===== config.mk =====
export PLATFORM = sky130hd
export DESIGN_NAME = vga_sprite_engine
export DESIGN_NICKNAME = d
export VERILOG_FILES = /design/src/rtl/vga_sprite_engine.sv
export SDC_FILE = /design/constraint.sdc
export NUM_CORES = 1
export LEC_CHECK = 0
export ABC_AREA = 1
export BUFFER_PORTS_ARGS = -buffer_cell sky130_fd_sc_hd__buf_2
export CORE_AREA = 8 8 447 449
export CTS_CLUSTER_SIZE = 20
export DETAILED_ROUTE_END_ITERATION = 10
export DIE_AREA = 0 0 455 457
export HOLD_SLACK_MARGIN = 0.06
export SLEW_MARGIN = 0
export SYNTH_ARGS = -nofsm -noshare
export SYNTH_HDL_FRONTEND = slang
export SYNTH_SLANG_ARGS = --single-unit

===== constraint.sdc =====
create_clock -name clk -period 4.5 [get_ports clk]
set_input_delay 0.45 -clock clk [delete_from_list [all_inputs] [get_ports clk]]
set_output_delay 0.45 -clock clk [all_outputs]
set_load 0.03 [all_outputs]

===== src/rtl/vga_sprite_engine.sv =====
// VGA timing generator and fixed-priority monochrome sprite compositor.
// Ports:
//   clk, reset          system clock, async active-high reset
//   sprite_bitmap       per-sprite SPR_SIZE x SPR_SIZE bitmaps (used live)
//   sprite_x/_y         per-sprite top-left corner, 10 bits each
//   sprite_color        per-sprite RGB colour
//   sprite_en           per-sprite enable
//   bg_color            background colour for the visible area (used live)
//   rgb, hsync, vsync   registered VGA pin drivers, one pixel behind counters
//   frame_irq           one-clk pulse on entry to vertical blanking
//   h_count, v_count    current pixel column / line
module vga_sprite_engine #(
    parameter int CLK_DIV          = 2,
    parameter int H_DISPLAY        = 640,
    parameter int H_FRONT          = 16,
    parameter int H_SYNC           = 96,
    parameter int H_BACK           = 48,
    parameter int V_DISPLAY        = 480,
    parameter int V_FRONT          = 10,
    parameter int V_SYNC           = 2,
    parameter int V_BACK           = 33,
    parameter int SYNC_ACTIVE_HIGH = 1,
    parameter int NUM_SPRITES      = 4,
    parameter int SPR_SIZE         = 16
) (
    input  logic                                    clk,
    input  logic                                    reset,
    input  logic [NUM_SPRITES*SPR_SIZE*SPR_SIZE-1:0] sprite_bitmap,
    input  logic [NUM_SPRITES*10-1:0]               sprite_x,
    input  logic [NUM_SPRITES*10-1:0]               sprite_y,
    input  logic [NUM_SPRITES*3-1:0]                sprite_color,
    input  logic [NUM_SPRITES-1:0]                  sprite_en,
    input  logic [2:0]                              bg_color,
    output logic [2:0]                              rgb,
    output logic                                    hsync,
    output logic                                    vsync,
    output logic                                    frame_irq,
    output logic [9:0]                              h_count,
    output logic [9:0]                              v_count
);

    localparam int H_TOTAL = H_DISPLAY + H_FRONT + H_SYNC + H_BACK;
    localparam int V_TOTAL = V_DISPLAY + V_FRONT + V_SYNC + V_BACK;
    localparam int SQ      = SPR_SIZE * SPR_SIZE;
    localparam int DW      = (CLK_DIV > 1) ? $clog2(CLK_DIV) : 1;
    localparam int CW      = (SPR_SIZE > 1) ? $clog2(SPR_SIZE) : 1;
    localparam int IW      = (SQ > 1) ? $clog2(SQ) : 1;

    localparam logic [DW-1:0] DIV_MAX  = DW'(CLK_DIV - 1);
    localparam logic [9:0]    LINE_END = 10'(H_TOTAL - 1);
    localparam logic [9:0]    PAGE_END = 10'(V_TOTAL - 1);
    localparam logic [9:0]    H_VIS    = 10'(H_DISPLAY);
    localparam logic [9:0]    V_VIS    = 10'(V_DISPLAY);
    localparam logic [9:0]    HS_BEG   = 10'(H_DISPLAY + H_FRONT);
    localparam logic [9:0]    HS_END   = 10'(H_DISPLAY + H_FRONT + H_SYNC);
    localparam logic [9:0]    VS_BEG   = 10'(V_DISPLAY + V_FRONT);
    localparam logic [9:0]    VS_END   = 10'(V_DISPLAY + V_FRONT + V_SYNC);
    localparam logic [9:0]    IRQ_LINE = 10'(V_DISPLAY - 1);
    localparam logic          SYNC_ON  = (SYNC_ACTIVE_HIGH != 0);

    logic [DW-1:0] div;
    logic          pixel_tick;
    logic          line_end;
    logic          frame_end;

    logic [NUM_SPRITES*10-1:0] sh_x;
    logic [NUM_SPRITES*10-1:0] sh_y;
    logic [NUM_SPRITES*3-1:0]  sh_color;
    logic [NUM_SPRITES-1:0]    sh_en;

    logic [NUM_SPRITES-1:0] hit;
    logic                   visible;
    logic                   hs_act;
    logic                   vs_act;
    logic [2:0]             pix;

    assign pixel_tick = (div == DIV_MAX);
    assign line_end   = (h_count == LINE_END);
    assign frame_end  = line_end && (v_count == PAGE_END);

    always_ff @(posedge clk or posedge reset) begin
        if (reset) begin
            div     <= '0;
            h_count <= '0;
            v_count <= '0;
        end else begin
            if (pixel_tick) begin
                div <= '0;
            end else begin
                div <= div + 1'b1;
            end
            if (pixel_tick) begin
                if (line_end) begin
                    h_count <= '0;
                    v_count <= (v_count == PAGE_END) ? '0 : v_count + 1'b1;
                end else begin
                    h_count <= h_count + 1'b1;
                end
            end
        end
    end

    // Attributes latch only on the last pixel of a frame, so game logic
    // can rewrite them at any time without tearing the picture.
    always_ff @(posedge clk or posedge reset) begin
        if (reset) begin
            sh_x     <= '0;
            sh_y     <= '0;
            sh_color <= '0;
            sh_en    <= '0;
        end else if (pixel_tick && frame_end) begin
            sh_x     <= sprite_x;
            sh_y     <= sprite_y;
            sh_color <= sprite_color;
            sh_en    <= sprite_en;
        end
    end

    for (genvar s = 0; s < NUM_SPRITES; s++) begin : g_spr
        logic [10:0]   sx;
        logic [10:0]   sy;
        logic [10:0]   dx;
        logic [10:0]   dy;
        logic [SQ-1:0] bm;
        logic [IW-1:0] idx;

        assign sx = {1'b0, sh_x[s*10 +: 10]};
        assign sy = {1'b0, sh_y[s*10 +: 10]};
        assign dx = {1'b0, h_count} - sx;
        assign dy = {1'b0, v_count} - sy;
        assign bm = sprite_bitmap[s*SQ +: SQ];
        // Only meaningful inside the box, where dx/dy < SPR_SIZE.
        assign idx = IW'(dy[CW-1:0]) * IW'(SPR_SIZE) + IW'(dx[CW-1:0]);

        // 11-bit offsets: counter >= corner plus offset < size is the box
        // test without ever wrapping corner+size.
        assign hit[s] = sh_en[s]
                     && ({1'b0, h_count} >= sx) && (dx < 11'(SPR_SIZE))
                     && ({1'b0, v_count} >= sy) && (dy < 11'(SPR_SIZE))
                     && bm[idx];
    end

    assign visible = (h_count < H_VIS) && (v_count < V_VIS);
    assign hs_act  = (h_count >= HS_BEG) && (h_count < HS_END);
    assign vs_act  = (v_count >= VS_BEG) && (v_count < VS_END);

    // Walk from highest index down so the lowest hitting index wins.
    always_comb begin
        pix = bg_color;
        for (int s = NUM_SPRITES - 1; s >= 0; s--) begin
            if (hit[s]) begin
                pix = sh_color[s*3 +: 3];
            end
        end
        if (!visible) begin
            pix = 3'b000;
        end
    end

    always_ff @(posedge clk or posedge reset) begin
        if (reset) begin
            rgb       <= 3'b000;
            hsync     <= ~SYNC_ON;
            vsync     <= ~SYNC_ON;
            frame_irq <= 1'b0;
        end else begin
            if (pixel_tick) begin
                rgb   <= pix;
                hsync <= hs_act ? SYNC_ON : ~SYNC_ON;
                vsync <= vs_act ? SYNC_ON : ~SYNC_ON;
            end
            frame_irq <= pixel_tick && line_end && (v_count == IRQ_LINE);
        end
    end

endmodule


==> impl_metrics.yaml, run 1 <==
sta:
  max_clock_freq_ghz: 0.2387
  setup_tns_ns: 0
  maxSlewHeadroom: 0.4113
  timing.final.crit_share: 0.9308
  rsz0062_at_grt: "no"
  final_hold_viol_count: 0
  worst_slew_pin_slew_ns: 0.8831
  drv_slew: 0
  finClkSkew_ns: 0.01089
  final-setup-viol-count: 0
  layout_min_cycle_time_ns: 4.189
global_routing:
  first_global_vias: 29340
  global_route.usage.met3: 0.02509
  groute.layer.met1.usage: 0.1685
  grt_antenna_before_repair: 78
  grt.overflow.total: 0
  grt_pass1_wl_mm: 211.0
  grt_max_degree: 144
  globalRouteTotalUtil: 0.1388
  peak_usage_layer_in_the_global_routing_report: "met2"
  grt_util_met2: 0.2351
flow_run:
  cap_viol_max_count: 0
critical_path:
  startpoint_type: "flop"
  crit_fanout: 32
  worst_ep_arrival_time_ns: 4.54
  critical_path.reg2reg.startpoint: "h_count[0]$_DFFE_PP0P_"
  cp_data_required_time_ns: 4.85
  worstReg2RegEnd: "rgb[1]$_DFFE_PP0P_"
  reg2reg_setup_slack_ns: 0.31
  setup.worst_path.end_class: "flop"
  ff2ff_path_depth: 24
  timing.critical_path.from: "h_count[0]$_DFFE_PP0P_"
  criticalPathCategory: "flop to flop"
cells_and_area:
  area_growth_pct: 46.79
  layout_common_cells: "nand2_1 (1,789), buf_2 (1,150), nand3_1 (827)"
  nFillCells: 22960
  final_net_count: 6229
  stdcell_count: 7606
  layout-drive-gt1-share: 0.2615
  final_common_cell: "nand2_1"
  multiInputGateArea_sq_mm: 0.01514
  sequential_cell_area_sq_mm: 0.003078
clocking:
  clock_tree.buffer_depth: 2
  cts_max_level: 4
  cts_tree: "built"
  clkLatencyLatePin_ns: 0.47
  clkSinkCount: 123
  path_clk_slew_ns: 0.07
  root_buffer: "clkbuf_16"
  cts_made_buffers: 17
floorplan:
  row_count: 162
  die-area_sq_mm: 0.2079
  die_w_um: 455
  overall_die_height_um: 457
  starting_density_of_the_core: 0.1064
  io_pins: 1151
  core_area_sq_mm: 0.1932
pwr:
  power_leakage_nw: 16.40
  cell_area_power_density_mw_per_mm2: 115.7
  irDropWorstVdd_uv: 276.0
synthesis:
  postSynthCellCount: 3982
  synthesis.yosys.warnings: 0
  synth_area_per_cell_sq_um: 5.164
  synthFlopType: "dfrtp_1"
  synth.cell_area_sq_mm: 0.02056
  ys_async_sr_fraction: 1.000
  count_of_flip_flops_with_a_built_in_enable_after_synthesis: 0
  synth-seq-cells: 123
  synth.area.top_cells: "nand2_1 (33%), nand3_1 (20%), dfrtp_1 (15%)"
  synthDominantCellAreaShare: 0.3266
  syn_nets: 5199
  ys_seq_area_frac: 0.1497
  netlist-cell-type-count: 43
  synth_largest_area_cell: "nand2_1"
drt:
  wl_final_mm: 155.7
  drc_errors_left: 0
  drt_pass1_iterations: 6
  detail_route.wl_per_cell_um: 20.47
  vias: 30540
  via_cell_ratio: 4.015
  initialDrtViolationCount: 2803
  antenna_left: 0
min_path:
  hold_class: "primary input to async pin"
place:
  place.port_buffers: 1150
  hpwl_mm: 133.0
  placed_cells: 7532
  gp_congestion: 0.9682
status:
  status: "completed"
==> sequential cells by signal, summed over array words and instances (netlist names) <==
| signal | count |
|---|---|
| hsync | 1 |
| div | 1 |
| sh_x | 40 |
| v_count | 10 |
| vsync | 1 |
| sh_color | 12 |
| h_count | 10 |
| sh_en | 4 |
| sh_y | 40 |
| frame_irq | 1 |
| rgb | 3 |
==> synthesized netlist by cell type (all sizes together), types with 32 or more instances <==
master  count
nand2    1793
nand3     827
inv       370
buf       179
nor2      160
o21ai     135
dfrtp     123
a21oi      88
ha         84
clkbuf     48
nand4      36
xor2       32
==> per-stage QoR <==
| step | hold slack, ns | utilization | total power [W] | setup WS (ns) | area, sq um |
|---|---|---|---|---|---|
| 6_report | 0.07280 | 0.1563 | 0.003492 | 0.3113 | 30180 |
| 5_1_grt | 0.1282 | 0.1561 | 0.003660 | 0.1013 | 30150 |
| 2_1_floorplan | 0.4401 | - | 0.001408 | 0.7791 | 20560 |
| 3_5_place_dp | 0.4641 | 0.1525 | 0.002058 | 0.04719 | 29460 |
| 3_3_place_gp | 0.4580 | 0.1525 | 0.002061 | -0.01754 | 29460 |
| 4_1_cts | 0.09848 | 0.1556 | 0.003539 | 0.03177 | 30060 |
==> worst max-delay path by stage <==
stage,endpoint,depth (start not counted)
final,rgb[1]$_DFFE_PP0P_,24
after global routing,rgb[2]$_DFFE_PP0P_,25
after detailed placement,rgb[1]$_DFFE_PP0P_,23
after global placement,rgb[2]$_DFFE_PP0P_,23
after floorplan,div$_DFF_PP0_,1
after CTS,rgb[1]$_DFFE_PP0P_,23
==> worst max-delay path, cell delays in order, from the launching register on <==
cell and delay (ns):
dfrtp_1 0.39, inv_2 0.16, buf_12 0.18, ha_4 0.14
inv_1 0.06, fa_2 0.38, nor2_2 0.35, inv_1 0.07
nand2_1 0.07, buf_4 0.41, nand3_1 0.37, nand2_1 0.15
nand2_1 0.05, nand3_1 0.09, nand3_1 0.11, nand3_1 0.09
nand2_1 0.10, nand2_1 0.09, nand2_1 0.05, nor2_1 0.09
nand4_1 0.28, nor2_1 0.19, nor2_1 0.06, nand2_1 0.06
nand2_1 0.05
==> kinds of logic after synthesis <==
| logic type | Yosys count | share of synthesized area |
|---|---|---|
| DFF | 123 | 0.1497 |
| adders and majority gates | 92 | 0.05890 |
| xor gates and xnor gates | 42 | 0.01862 |
| buffers and inverters | 598 | 0.1198 |
| and+or+nand+nor | 2868 | 0.5852 |
| AOI/OAI and AO/OA | 259 | 0.06779 |
==> final cells by class <==
class	count	area share
multi-input combinational	3262	0.5015
clock buffer	18	0.01422
clock inverter	14	0.005348
timing repair buffer	1237	0.2216
antenna	39	0.003233
inverter	371	0.04676
tap	2542	0.1054
sequential	123	0.1020
==> layer usage <==
metal  vias up  share of wire
li1      14830              -
met1     13970           0.40
met2      1449           0.47
met3       269          0.074
met4        16          0.051
met5         -        0.00067
==> report_power, final <==
group / internal, W / switching, W / total [W] / leakage, nW
Sequential: 0.00111 / 0.00000475 / 0.00111 / 1.20
Clock: 0.000827 / 0.000620 / 0.00145 / 0.284
Combinational: 0.000480 / 0.000453 / 0.000933 / 14.9
Total: 0.00241 / 0.00108 / 0.00349 / 16.4
==> repair_timing <==
action / CTS / global route
endpoints found under the hold margin: 0 / 0
resized for setup: 0 / 5
hold buffers: 0 / 0
endpoints found under the setup margin: 0 / 3
buffers inserted: 0 / 2
Power figures use the tool's default switching activity.
==> run 2, diff against run 1 <==
Settings changed: CTS_BUF_LIST set to sky130_fd_sc_hd__clkbuf_4 sky130_fd_sc_hd__clkbuf_8, PLACE_DENSITY set to 0.3, RECOVER_POWER set to 100.
==> run 2 against run 1 <==
Compared with the run above: wire length increased by 8.7%; final cell count increased by 0.30%; final area is 0.22% higher; hold slack improved by 0.049 ns; via count decreased by 1.0%; worst setup slack better by 0.14 ns; highest routed layer unchanged; clock power shrank 20%; sequential share of layout area hardly changed; critical path depth fell by 3; register-to-register slack improved by 0.14 ns; die area unchanged; clock-buffer cell count decreased by 1; the run now ends with max-capacitance violations, max-slew violations left.
==> impl_metrics.yaml, run 2 (synthesis gave the netlist of run 1 again) <==
status:
  status: "finished, violations left"
  violations: "max-capacitance violations, max-slew violations"
place:
  gp_congestion: 0.8873
  place.port_buffers: 1150
  hpwl_mm: 143.4
clocking:
  clkSinkCount: 123
  cts_setup_buffers: 0
  cts_made_buffers: 17
  path_clk_slew_ns: 0.10
  clock_tree.buffer_depth: 2
  root_buffer: "clkbuf_8"
  cts_max_level: 4
  cts_tree: "built"
  clkLatencyLatePin_ns: 0.55
cells_and_area:
  nFillCells: 23210
  sequential_cell_area_sq_mm: 0.003078
  final_common_cell: "nand2_1"
  multiInputGateArea_sq_mm: 0.01511
  largest_registers: "sh_x: 40 flops, sh_y: 40 flops, sh_color: 12 flops"
  area_growth_pct: 47.11
  postLayoutCoreUtil: 0.1566
  layout_common_cells: "nand2_1 (1,789), buf_2 (1,126), nand3_1 (827)"
  final_net_count: 6257
  layout-drive-gt1-share: 0.2523
critical_path:
  crit_fanout: 37
  worst_ep_arrival_time_ns: 4.50
  criticalPathCategory: "flop to flop"
  cp_data_required_time_ns: 4.95
  setup.worst_path.end_class: "flop"
  startpoint_type: "flop"
pwr:
  power_leakage_nw: 16.31
  cell_internal_pwr_w: 0.002116
  switchingPower_w: 0.001142
  power.share.sequential: 0.340
  netSwitchingFraction: 0.3505
  comb_power_share: 0.304
  clk_network_pwr_share: 0.356
  cell_area_power_density_mw_per_mm2: 107.7
  irDropWorstVdd_uv: 203.4
sta:
  maxSlewHeadroom: -0.4232
  worst_hold_slack_ns: 0.1218
  layout_min_cycle_time_ns: 4.050
  final-setup-viol-count: 0
  max_clock_freq_ghz: 0.2469
  worst_slew_pin_slew_ns: 2.135
  drv_slew: 80
  timing.final.crit_share: 0.9000
  setup_tns_ns: 0
  final_hold_viol_count: 0
  rsz0062_at_grt: "no"
  finClkSkew_ns: 0.01879
floorplan:
  io_pins: 1151
  row_count: 162
  die-area_sq_mm: 0.2079
  overall_die_height_um: 457
  core_area_sq_mm: 0.1932
  starting_density_of_the_core: 0.1064
  die_w_um: 455
global_routing:
  grt_max_degree: 130
  grt_antenna_before_repair: 68
  globalRouteTotalUtil: 0.1534
  grt_pass1_wl_mm: 232.2
  first_global_vias: 30330
  grt.overflow.total: 0
flow_run:
  cap_viol_max_count: 1
drt:
  detail_route.wl_per_cell_um: 22.19
  antenna_left: 0
  drt_pass1_iterations: 6
  drc_errors_left: 0
  wl_final_mm: 169.3
  via_cell_ratio: 3.962
  initialDrtViolationCount: 2043
  vias: 30230
min_path:
  hold_class: "primary input to flop"
-- run 2: changes by cell type in the layout (fill, tap and decap cells not counted), moves of 2 or more --
cell	before	now
buf_12	22	25
clkbuf_2	0	3
clkbuf_16	17	0
clkbuf_8	0	17
buf_2	1150	1126
inv_4	2	0
buf_4	64	46
inv_8	1	3
clkinv_4	3	1
clkinvlp_4	2	4
diode_2	39	34
clkbuf_1	1	29
dlygate4sd3_1	0	36
-- run 2: power groups by stage --
stage | clock network, W | registers (W) | logic (W)
after global placement | 0 | 0.00113 | 0.000974
after CTS | 0.00124 | 0.00111 | 0.00101
final | 0.00116 | 0.00111 | 0.000992
after detailed placement | 0 | 0.00113 | 0.000968
after floorplan | 0 | 0.00113 | 0.000276
after global routing | 0.00126 | 0.00111 | 0.00110
-- run 2: stage by stage --
step / instance area (sq um) / cells / setup slack [ns] / total power, W
after floorplan: 20560 / 3982 / 0.7791 / 0.001408
after global placement: 29460 / 7527 / 0.1582 / 0.002103
after detailed placement: 29460 / 7527 / 0.2349 / 0.002097
after CTS: 30230 / 7594 / 0.2049 / 0.003357
after global routing: 30190 / 7606 / 0.1237 / 0.003468
final: 30250 / 7629 / 0.4500 / 0.003258
-- run 2: layout make-up --
| type | count | share of cell area |
|---|---|---|
| Antenna cell | 34 | 0.002813 |
| Clock buffer | 17 | 0.007735 |
| Clock inverter | 15 | 0.005874 |
| Inverter | 371 | 0.04645 |
| Multi-Input combinational cell | 3261 | 0.4996 |
| Sequential cell | 123 | 0.1018 |
| Tap cell | 2542 | 0.1051 |
| Timing Repair Buffer | 1266 | 0.2306 |
-- run 2: worst max-delay path, cell delays in order (launching register included) --
cell     delay, ns
dfrtp_1       0.39
inv_1         0.35
ha_4          0.19
inv_1         0.08
fa_2          0.51
inv_2         0.47
buf_12        0.28
nand3_1       0.11
nand3_1       0.10
nand2_1       0.10
a21oi_1       0.16
o31ai_1       0.12
nand3_1       0.10
nand3_1       0.07
nand2_1       0.14
nand2_1       0.26
nand4_1       0.19
nand2_1       0.08
inv_2         0.05
nand2_1       0.06
nand2_1       0.06
nand2_1       0.04
-- run 2: layer usage --
metal,track usage,up-vias,part of all wire
met4,0.03181,28,0.022
met3,0.02643,156,0.058
met1,0.2057,14170,0.46
met2,0.2573,983,0.46
li1,-,14890,-
met5,0,-,0.00097
-- run 2: what timing repair did --
action	CTS	global route
resized for setup	0	1
endpoints found under the setup margin	0	2
hold buffers	35	1
endpoints found under the hold margin	35	1
-- run 2: final timing paths --
check	cells past startpoint	start	endpoint	slack, ns
worst max-delay path	21	h_count[0]$_DFFE_PP0P_	rgb[0]$_DFFE_PP0P_	0.45
worst min-delay path	3	sprite_x[37]	sh_x[37]$_DFFE_PP0P_	0.12
worst max register to register	21	h_count[0]$_DFFE_PP0P_	rgb[0]$_DFFE_PP0P_	0.45
worst min register to register	2	sh_color[5]$_DFFE_PP0P_	sh_color[5]$_DFFE_PP0P_	0.49
max in group asynchronous	4	reset	sh_en[2]$_DFFE_PP0P_	1.18
min in group asynchronous	3	reset	frame_irq$_DFF_PP0_	1.02
